### src/rtl/apu_pkg.sv
// Shared APU register definitions: write address map and sweep control layout.
package apu_pkg;

  typedef enum logic [1:0] {
    SWEEP_CTRL = 2'd0,
    PERIOD_LO  = 2'd1,
    PERIOD_HI  = 2'd2,
    ADDR_RSVD  = 2'd3
  } wr_addr_e;

  typedef struct packed {
    logic       enable;
    logic [2:0] div_period;
    logic       negate;
    logic [2:0] shift;
  } sweep_ctrl_t;

  localparam int MUTE_MIN_PERIOD = 8;

endpackage

### src/rtl/sweep_channel.sv
// One sweep unit: period register, ctrl fields, divider down-counter and
// the combinational target/mute computation.
module sweep_channel
  import apu_pkg::*;
#(
  parameter int PERIOD_W = 11,
  parameter bit CARRY    = 1'b0
) (
  input  logic                clk,
  input  logic                rst_l,
  input  logic                half_clk_en,
  input  logic                wr_ctrl,
  input  logic                wr_lo,
  input  logic                wr_hi,
  input  logic [7:0]          wr_data,
  output logic [PERIOD_W-1:0] period,
  output logic                mute,
  output logic                period_update
);

  sweep_ctrl_t         ctrl;
  logic [2:0]          div_cnt;
  logic                reload;
  logic [PERIOD_W-1:0] change;
  logic [PERIOD_W-1:0] target;
  logic [PERIOD_W-1:0] period_nxt;
  logic [PERIOD_W:0]   sum;
  logic [PERIOD_W:0]   diff;
  logic                overflow;

  // A borrow out of diff means the negated target went below zero.
  always_comb begin
    change   = period >> ctrl.shift;
    sum      = {1'b0, period} + {1'b0, change};
    diff     = {1'b0, period} - {1'b0, change} - {{PERIOD_W{1'b0}}, CARRY};
    overflow = !ctrl.negate && sum[PERIOD_W];
    if (ctrl.negate) target = diff[PERIOD_W] ? '0 : diff[PERIOD_W-1:0];
    else             target = sum[PERIOD_W-1:0];
  end

  assign mute          = overflow || (period < PERIOD_W'(MUTE_MIN_PERIOD));
  assign period_update = half_clk_en && (div_cnt == 3'd0) && ctrl.enable &&
                         (ctrl.shift != 3'd0) && !mute;

  // CPU period writes override the sweep result field by field.
  always_comb begin
    period_nxt = period_update ? target : period;
    if (wr_lo) period_nxt[7:0]          = wr_data;
    if (wr_hi) period_nxt[PERIOD_W-1:8] = wr_data[PERIOD_W-9:0];
  end

  always_ff @(posedge clk or negedge rst_l) begin
    if (!rst_l) begin
      period  <= '0;
      ctrl    <= '0;
      div_cnt <= 3'd0;
      reload  <= 1'b0;
    end else begin
      period <= period_nxt;
      if (half_clk_en) begin
        if ((div_cnt == 3'd0) || reload) begin
          div_cnt <= ctrl.div_period;
          reload  <= 1'b0;
        end else begin
          div_cnt <= div_cnt - 3'd1;
        end
      end
      if (wr_ctrl) begin
        ctrl   <= sweep_ctrl_t'(wr_data);
        reload <= 1'b1;
      end
    end
  end

endmodule

### src/rtl/sweep_bank.sv
// Bank of independent sweep channels sharing one CPU write port.
module sweep_bank
  import apu_pkg::*;
#(
  parameter int              NUM_CH     = 2,
  parameter int              PERIOD_W   = 11,
  parameter logic [NUM_CH-1:0] CARRY_MASK = NUM_CH'(1),
  localparam int             CH_W       = (NUM_CH > 1) ? $clog2(NUM_CH) : 1
) (
  input  logic                             clk,
  input  logic                             rst_l,
  input  logic                             cpu_clk_en,
  input  logic                             half_clk_en,
  input  logic                             wr_en,
  input  logic [CH_W-1:0]                  wr_ch,
  input  logic [1:0]                       wr_addr,
  input  logic [7:0]                       wr_data,
  output logic [NUM_CH-1:0][PERIOD_W-1:0]  period,
  output logic [NUM_CH-1:0]                mute,
  output logic [NUM_CH-1:0]                period_update
);

  wr_addr_e addr;
  logic     wr_ok;

  assign addr  = wr_addr_e'(wr_addr);
  assign wr_ok = wr_en && cpu_clk_en;

  // Out-of-range channel numbers match no instance and fall through.
  for (genvar i = 0; i < NUM_CH; i++) begin : g_ch
    logic sel;
    assign sel = wr_ok && (wr_ch == CH_W'(i));

    sweep_channel #(
      .PERIOD_W (PERIOD_W),
      .CARRY    (CARRY_MASK[i])
    ) u_ch (
      .clk           (clk),
      .rst_l         (rst_l),
      .half_clk_en   (half_clk_en),
      .wr_ctrl       (sel && (addr == SWEEP_CTRL)),
      .wr_lo         (sel && (addr == PERIOD_LO)),
      .wr_hi         (sel && (addr == PERIOD_HI)),
      .wr_data       (wr_data),
      .period        (period[i]),
      .mute          (mute[i]),
      .period_update (period_update[i])
    );
  end

endmodule
### config.mk
export PLATFORM = sky130hd
export DESIGN_NAME = sweep_bank
export DESIGN_NICKNAME = d
export VERILOG_FILES = /design/src/rtl/apu_pkg.sv /design/src/rtl/sweep_channel.sv /design/src/rtl/sweep_bank.sv
export SDC_FILE = /design/constraint.sdc
export NUM_CORES = 1
export LEC_CHECK = 0
export CAP_MARGIN = 10
export CORE_ASPECT_RATIO = 0.6
export CORE_MARGIN = 2
export CORE_UTILIZATION = 35
export DETAILED_ROUTE_END_ITERATION = 8
export GPL_TIMING_DRIVEN = 0
export PLACE_DENSITY = 0.61
export REMOVE_ABC_BUFFERS = 1
export SLEW_MARGIN = 25
export SYNTH_ARGS = -nofsm -noshare
export SYNTH_HDL_FRONTEND = slang
export SYNTH_HIERARCHICAL = 1
export SYNTH_SLANG_ARGS = --single-unit
export TNS_END_PERCENT = 30
### constraint.sdc
create_clock -name clk -period 4.9 [get_ports clk]
set_input_delay 1.225 -clock clk [delete_from_list [all_inputs] [get_ports clk]]
set_output_delay 1.225 -clock clk [all_outputs]
set_load 0.05 [all_outputs]
==> key figures, run 1 <==
Detailed routing
  – Final WL: 17.2 mm
  – Iter 0 DRT Violations: 575
  – DRT antenna net count: 0
  – Wire per inst: 19.2 µm
  – DRT Pass-1 Iters: 5
  – Vias post-DR: 5249
  – Post-route DRC: 0
  – Vias per cell: 5.86

Yosys
  – Netlist Area Pre-Place: 5330 µm²
  – Ranking of synthesized cells by area: dfrtp_1, ha_1, mux2i_1, a21oi_1, inv_1
  – YS warnings: 6
  – Number of enable flip-flop cells after synthesis: 0
  – Yosys top cell by area: dfrtp_1
  – Top FF cell, synth: dfrtp_1
  – Mapped Cells: 661
  – Part of the Yosys area used for sequential elements: 21.6%
  – Syn Area/Cell: 8.06 µm²
  – Ys async rst share: 100%
  – Synth top area share: 21.6%
  – Synth cell types: 71
  – #FFs+latches synth: 46

Finish
  – ANT cells: 0
  – Commonest cells after routing, fill and taps aside: inv_1, ha_1, a21oi_1
  – Share of layout cells above drive strength 1: 11.8%
  – Commonest non-fill, non-tap cell in the layout: inv_1
  – Util after Layout: 42.7%
  – Fillers: 1494
  – Syn-to-layout area delta: 17.5%
  – Final Cell Area: 6260 µm²
  – Final nets: 767

Clock tree
  – CTS tree: built
  – Clk sink count: 46
  – Max Root-Sink Buffers: 2
  – Worst-Skew Late Latency: 0.29 ns
  – CTS buffer count: 5
  – H-tree depth: 2
  – Hold-fix buffers at CTS: 0
  – Worst-path clk slew: 0.06 ns
  – Clk root buf: clkbuf_16

Setup path
  – CP required: 3.67 ns
  – CP Data Arrival Time: 3.56 ns
  – Worst setup path category: flip-flop to output pin
  – Critical R2R Launch: g_ch[1].u_ch/ctrl[1]
  – Crit start category: flip-flop
  – Crit path from: g_ch[1].u_ch/period[7]
  – Crit-path max FO: 18
  – Critical path endpoint category: output pin

Timing
  – Final Slew Violations: 0
  – Period Utilization, post-route: 97.6%
  – Worst slew margin: 42.1%
  – Skew final: 0.00397 ns
  – Fin crit period: 4.78 ns
  – Fmax: 209 MHz
  – Slew of the pin with the lowest slew margin: 0.862 ns
  – RSZ-0062 raised after global routing: true
  – Hold Vio Cnt, Final: 0
  – Final setup violation count: 0

Global routing
  – Largest net degree at the start of global routing: 31
  – Vias in the first global route: 4843
  – Initial antenna violation count: 0
  – GRT Resource Usage Total: 21.5%
  – Grt total ovfl: 0
  – First-pass GRT wire length: 27.2 mm

Place
  – Area after DPL: 5910 µm²
  – Final GP Congestion: 0.943
  – Detailed placer's ending HPWL: 13.4 mm
  – Port-buffer cells: 41

Floorplan
  – Initial Util: 36.3%
  – Row count: 34
  – Die width: 163 µm
  – Core area: 14700 µm²
  – Io pins: 42
  – Die footprint: 16300 µm²
  – Die height: 99.6 µm

Worst hold path
  – Hold crit path type: flip-flop to flip-flop
  – Hold Crit Start: g_ch[1].u_ch/ctrl[7]

Run
  – Maxcap violations: 0

Status
  – Status: finished, final reports clean
final timing paths:
check,end,slack (ns),depth (start not counted)
max in group asynchronous,g_ch[1].u_ch/ctrl[1],3.52,2
worst min register to register,g_ch[1].u_ch/ctrl[7],0.51,1
min in group asynchronous,g_ch[0].u_ch/ctrl[6],0.87,1
worst min-delay path,g_ch[1].u_ch/ctrl[7],0.51,1
worst max-delay path,period_update[1],0.12,10
worst max register to register,g_ch[1].u_ch/period[8],0.87,13
per-layer routing:
layer | wire length, µm | track usage, %
met1 | 8700 | 34.8
met2 | 6730 | 28.9
met3 | 1630 | 4.88
met4 | 107 | 2.59
met5 | 0 | 0
cells by family (layout without fill, tap and decap cells):
kind of cell | after synthesis | in the layout | synth area share [%]
adders and majority gates | 55 | 55 | 13.5
buffers and inverters | 93 | 129 | 6.72
and+or+nand+nor | 204 | 204 | 20.4
muxes | 49 | 49 | 10.0
DFF | 46 | 46 | 21.6
xor gates and xnor gates | 11 | 11 | 1.81
AOI/OAI and AO/OA | 203 | 203 | 26.0
cell type report:
| class | instances | area, µm² | share of cell area [%] |
|---|---|---|---|
| well taps | 198 | 248 | 3.96 |
| clock buffers | 7 | 133 | 2.12 |
| multi-input cells | 522 | 3910 | 62.4 |
| flip-flops and latches | 46 | 1160 | 18.5 |
| clock inverters | 1 | 30.0 | 0.480 |
| repair buffers | 60 | 549 | 8.77 |
| inverters | 61 | 239 | 3.82 |
per-stage QoR:
stage | setup TNS [ns] | setup WS [ns] | hold WS, ns | instances
after floorplan | -0.218 | -0.218 | 0.472 | 629
after global routing | -0.0311 | -0.0307 | 0.529 | 895
after CTS | -0.00120 | -0.00120 | 0.507 | 887
after global placement | -2.46 | -1.05 | 0.494 | 868
after detailed placement | -2.80 | -1.10 | 0.492 | 871
final | 0 | 0.116 | 0.506 | 895
critical path, cell delays in order, from the launching register on:
cell        delay [ns]
dfrtp_1           0.51
mux4_2            0.55
mux2i_1           0.22
inv_1             0.07
ha_1              0.26
or4_1             0.60
o211ai_1          0.19
buf_4             0.16
nand3_4           0.22
clkinvlp_4        0.21
buf_2             0.27
sequential cells by signal, indices dropped and copies added, names as in the netlist:
signal,cells
g_ch.u_ch/period,22
g_ch.u_ch/reload,2
g_ch.u_ch/ctrl,16
g_ch.u_ch/div_cnt,6
synthesized netlist by cell type (4+ instances only):
cell type and count:
buf_2 7, o2111ai_1 4, or3_1 6, nor4_1 8, a22oi_1 5, nand3b_1 5
nand2b_1 18, and3_1 5, inv_1 58, or4_1 6, clkbuf_1 25, o31ai_1 9
o21a_1 10, o311a_1 4, mux2_2 14, xnor2_1 8, o211ai_1 7, nor3_1 20
mux2i_1 33, a211oi_1 10, o22ai_1 5, nand2_1 37, nor2_1 42, or2_2 9
a21oi_1 49, a21o_1 10, nand3_1 11, o311ai_0 6, ha_1 51, a211o_1 4
nor2b_1 21, a31oi_1 7, dfrtp_1 46, fa_1 4, o21ai_0 37
timing repair:
action | 4_1_cts | 5_1_grt
setup buffers | 8 | 8
endpoints found under the setup margin | 4 | 4
pin swaps | 2 | 1
resized for setup | 31 | 15
hold endpoints to repair | 0 | 0
Power of run 1 is not shown: default switching activity piles up to over one toggle a cycle in this logic, so the estimate is an artifact.
==> run 2: changes to the inputs <==
CORE_MARGIN = default   (was 2)
CTS_CLUSTER_DIAMETER = 80   (was default)
SETUP_SLACK_MARGIN = 0.4   (was default)
==> key figures, run 2 (synthesis gave the netlist of run 1 again) <==
Timing
  – RSZ-0062 raised after global routing: true
  – Worst slew margin: 36.3% (-5.9 points)
  – Final Slew Violations: 0 (unchanged)
  – Period Utilization, post-route: 90.9% (-6.7 points)
  – Hold Vio Cnt, Final: 0 (unchanged)
  – Setup slack after layout: 0.445 ns (+0.329 ns)
  – Slew of the pin with the lowest slew margin: 0.948 ns (+0.0865 ns)
  – Skew final: 0.00829 ns (+0.00432 ns)
  – Final setup violation count: 0 (unchanged)
  – Fmax: 224 MHz (+7.4%)
  – Fin crit period: 4.46 ns (-0.329 ns)

Setup path
  – Worst setup path category: flip-flop to output pin
  – CP required: 3.67 ns (about the same)
  – Cells on worst reg2reg path: 12 (-1)
  – R2R Setup Slk: 0.97 ns (+0.10 ns)
  – R2R Path End: g_ch[1].u_ch/period[8]
  – Critical R2R Launch: g_ch[1].u_ch/ctrl[1]
  – Critical path endpoint category: output pin
  – CP Data Arrival Time: 3.23 ns (-0.33 ns)
  – Crit start category: flip-flop
  – Crit-path max FO: 5 (-13)

Floorplan
  – Die width: 161 µm (-1.2%)
  – Io pins: 42 (unchanged)
  – Die height: 97.6 µm (-2.0%)
  – Row count: 34 (unchanged)
  – Die footprint: 15700 µm² (-3.2%)
  – Initial Util: 36.3% (unchanged)
  – Core area: 14700 µm² (unchanged)

Detailed routing
  – Wire per inst: 19.0 µm (-0.76%)
  – Vias post-DR: 5338 (+1.7%)
  – Vias per cell: 5.89 (+0.35%)
  – DRT Pass-1 Iters: 5 (unchanged)
  – Iter 0 DRT Violations: 424 (-26%)
  – DRT antenna net count: 0 (unchanged)
  – Final WL: 17.3 mm (+0.57%)
  – Post-route DRC: 0 (unchanged)

Clock tree
  – CTS tree: built
  – Max Root-Sink Buffers: 2 (unchanged)
  – Worst-Skew Late Latency: 0.29 ns (about the same)
  – Clk sink count: 46 (unchanged)
  – H-tree depth: 2 (unchanged)
  – Clk root buf: clkbuf_16
  – Hold-fix buffers at CTS: 0 (unchanged)
  – Worst-path clk slew: 0.07 ns (about the same)
  – CTS buffer count: 5 (unchanged)

Global routing
  – Vias in the first global route: 4671 (-3.6%)
  – First-pass GRT wire length: 26.2 mm (-4.0%)
  – Initial antenna violation count: 0 (unchanged)
  – GRT Resource Usage Total: 21.2% (-0.31 points)
  – Grt total ovfl: 0 (unchanged)
  – Largest net degree at the start of global routing: 27 (-13%)

Place
  – Area after DPL: 5910 µm² (+0.13%)
  – Final GP Congestion: 0.956 (+1.3%)
  – Placed insts: 871 (unchanged)
  – Detailed placer's ending HPWL: 13.1 mm (-2.2%)
  – DP Worst Slack: -1.17 ns (-0.0727 ns)
  – Port-buffer cells: 41 (unchanged)

Finish
  – Final Cell Area: 6590 µm² (+5.2%)
  – Commonest cells after routing, fill and taps aside: inv_1, a21oi_1, ha_1
  – Sequential Area: 1170 µm² (+0.97%)
  – Final nets: 778 (+1.4%)
  – Syn-to-layout area delta: 23.7%
  – Top flop regs: g_ch.u_ch/period (22), g_ch.u_ch/ctrl (16), g_ch.u_ch/div_cnt (6)
  – Fillers: 1431 (-4.2%)
  – Commonest non-fill, non-tap cell in the layout: inv_1
  – Reg with most FFs: g_ch.u_ch/period
  – Multi-input logic area: 4120 µm² (+5.5%)
  – Share of layout cells above drive strength 1: 20.1% (+8.3 points)
  – Fin cells: 907 (+1.3%)
  – Largest register FFs: 22 (unchanged)

Worst hold path
  – Hold depth: 1 (unchanged)
  – Worst Hold Endpoint: g_ch[1].u_ch/ctrl[7]
  – Hold Crit Start: g_ch[1].u_ch/ctrl[7]
  – Hold crit path type: flip-flop to flip-flop

Run
  – Maxcap violations: 0 (unchanged)

Status
  – Status: finished, final reports clean
-- run 2: cell types whose count changed in the layout (fill, tap and decap cells not counted), moves of 7 or more --
cell / previous run / this run
mux2i_1: 33 / 22
ha_1: 50 / 41
a21oi_1: 48 / 41
buf_4: 20 / 27
dfrtp_1: 41 / 34
-- run 2: worst max-delay path by stage --
| stage | startpoint | to | slack, ns | cells after the start |
|---|---|---|---|---|
| final | g_ch[0].u_ch/ctrl[1] | mute[0] | 0.44 | 14 |
| after global routing | g_ch[0].u_ch/ctrl[1] | mute[0] | 0.31 | 15 |
| after CTS | g_ch[0].u_ch/ctrl[0] | mute[0] | 0.26 | 13 |
| after detailed placement | g_ch[1].u_ch/ctrl[1] | period_update[1] | -1.17 | 11 |
| after global placement | g_ch[1].u_ch/ctrl[1] | period_update[1] | -1.04 | 11 |
| after floorplan | g_ch[0].u_ch/period[1] | mute[0] | -0.22 | 13 |
-- run 2: timing repair --
| action | CTS | global route |
|---|---|---|
| cloned | 0 | 0 |
| pin swaps | 3 | 12 |
| endpoints found under the setup margin | 5 | 4 |
| resized for setup | 46 | 67 |
| buffers inserted | 14 | 13 |
-- run 2: cell type report --
type	count	share of cell area, %
antenna	1	0.0380
clock buffer	5	1.90
clock inverter	3	0.323
inverter	61	3.63
multi-input combinational	522	62.5
sequential	46	17.7
tap	198	3.76
timing repair buffer	71	10.1
-- run 2: critical path, cell delays in order (launching register included) --
cell and delay, ns:
dfrtp_2 0.46, buf_6 0.16, mux2i_4 0.19, a211oi_2 0.29
a21oi_2 0.08, ha_1 0.35, nand2b_4 0.16, a21oi_4 0.16
a221oi_2 0.07, buf_4 0.15, o31ai_4 0.28, a211o_1 0.20
a21oi_2 0.06, o21ai_2 0.15, buf_6 0.19
-- run 2: through the flow --
step	setup TNS, ns	utilization (%)	hold slack, ns
6_report	0	44.9	0.512
5_1_grt	0	44.9	0.536
4_1_cts	0	42.5	0.505
3_5_place_dp	-2.75	40.3	0.489
3_3_place_gp	-2.42	39.9	0.494
2_1_floorplan	-0.218	-	0.472
-- run 2: metal layers --
layer  track usage [%]  part of all wire (%)
met5                 0                     0
met3              4.52                   7.9
met4              1.96                  0.45
met2              27.8                    40
met1              34.9                    52
Power of run 2 is left out for the same reason.
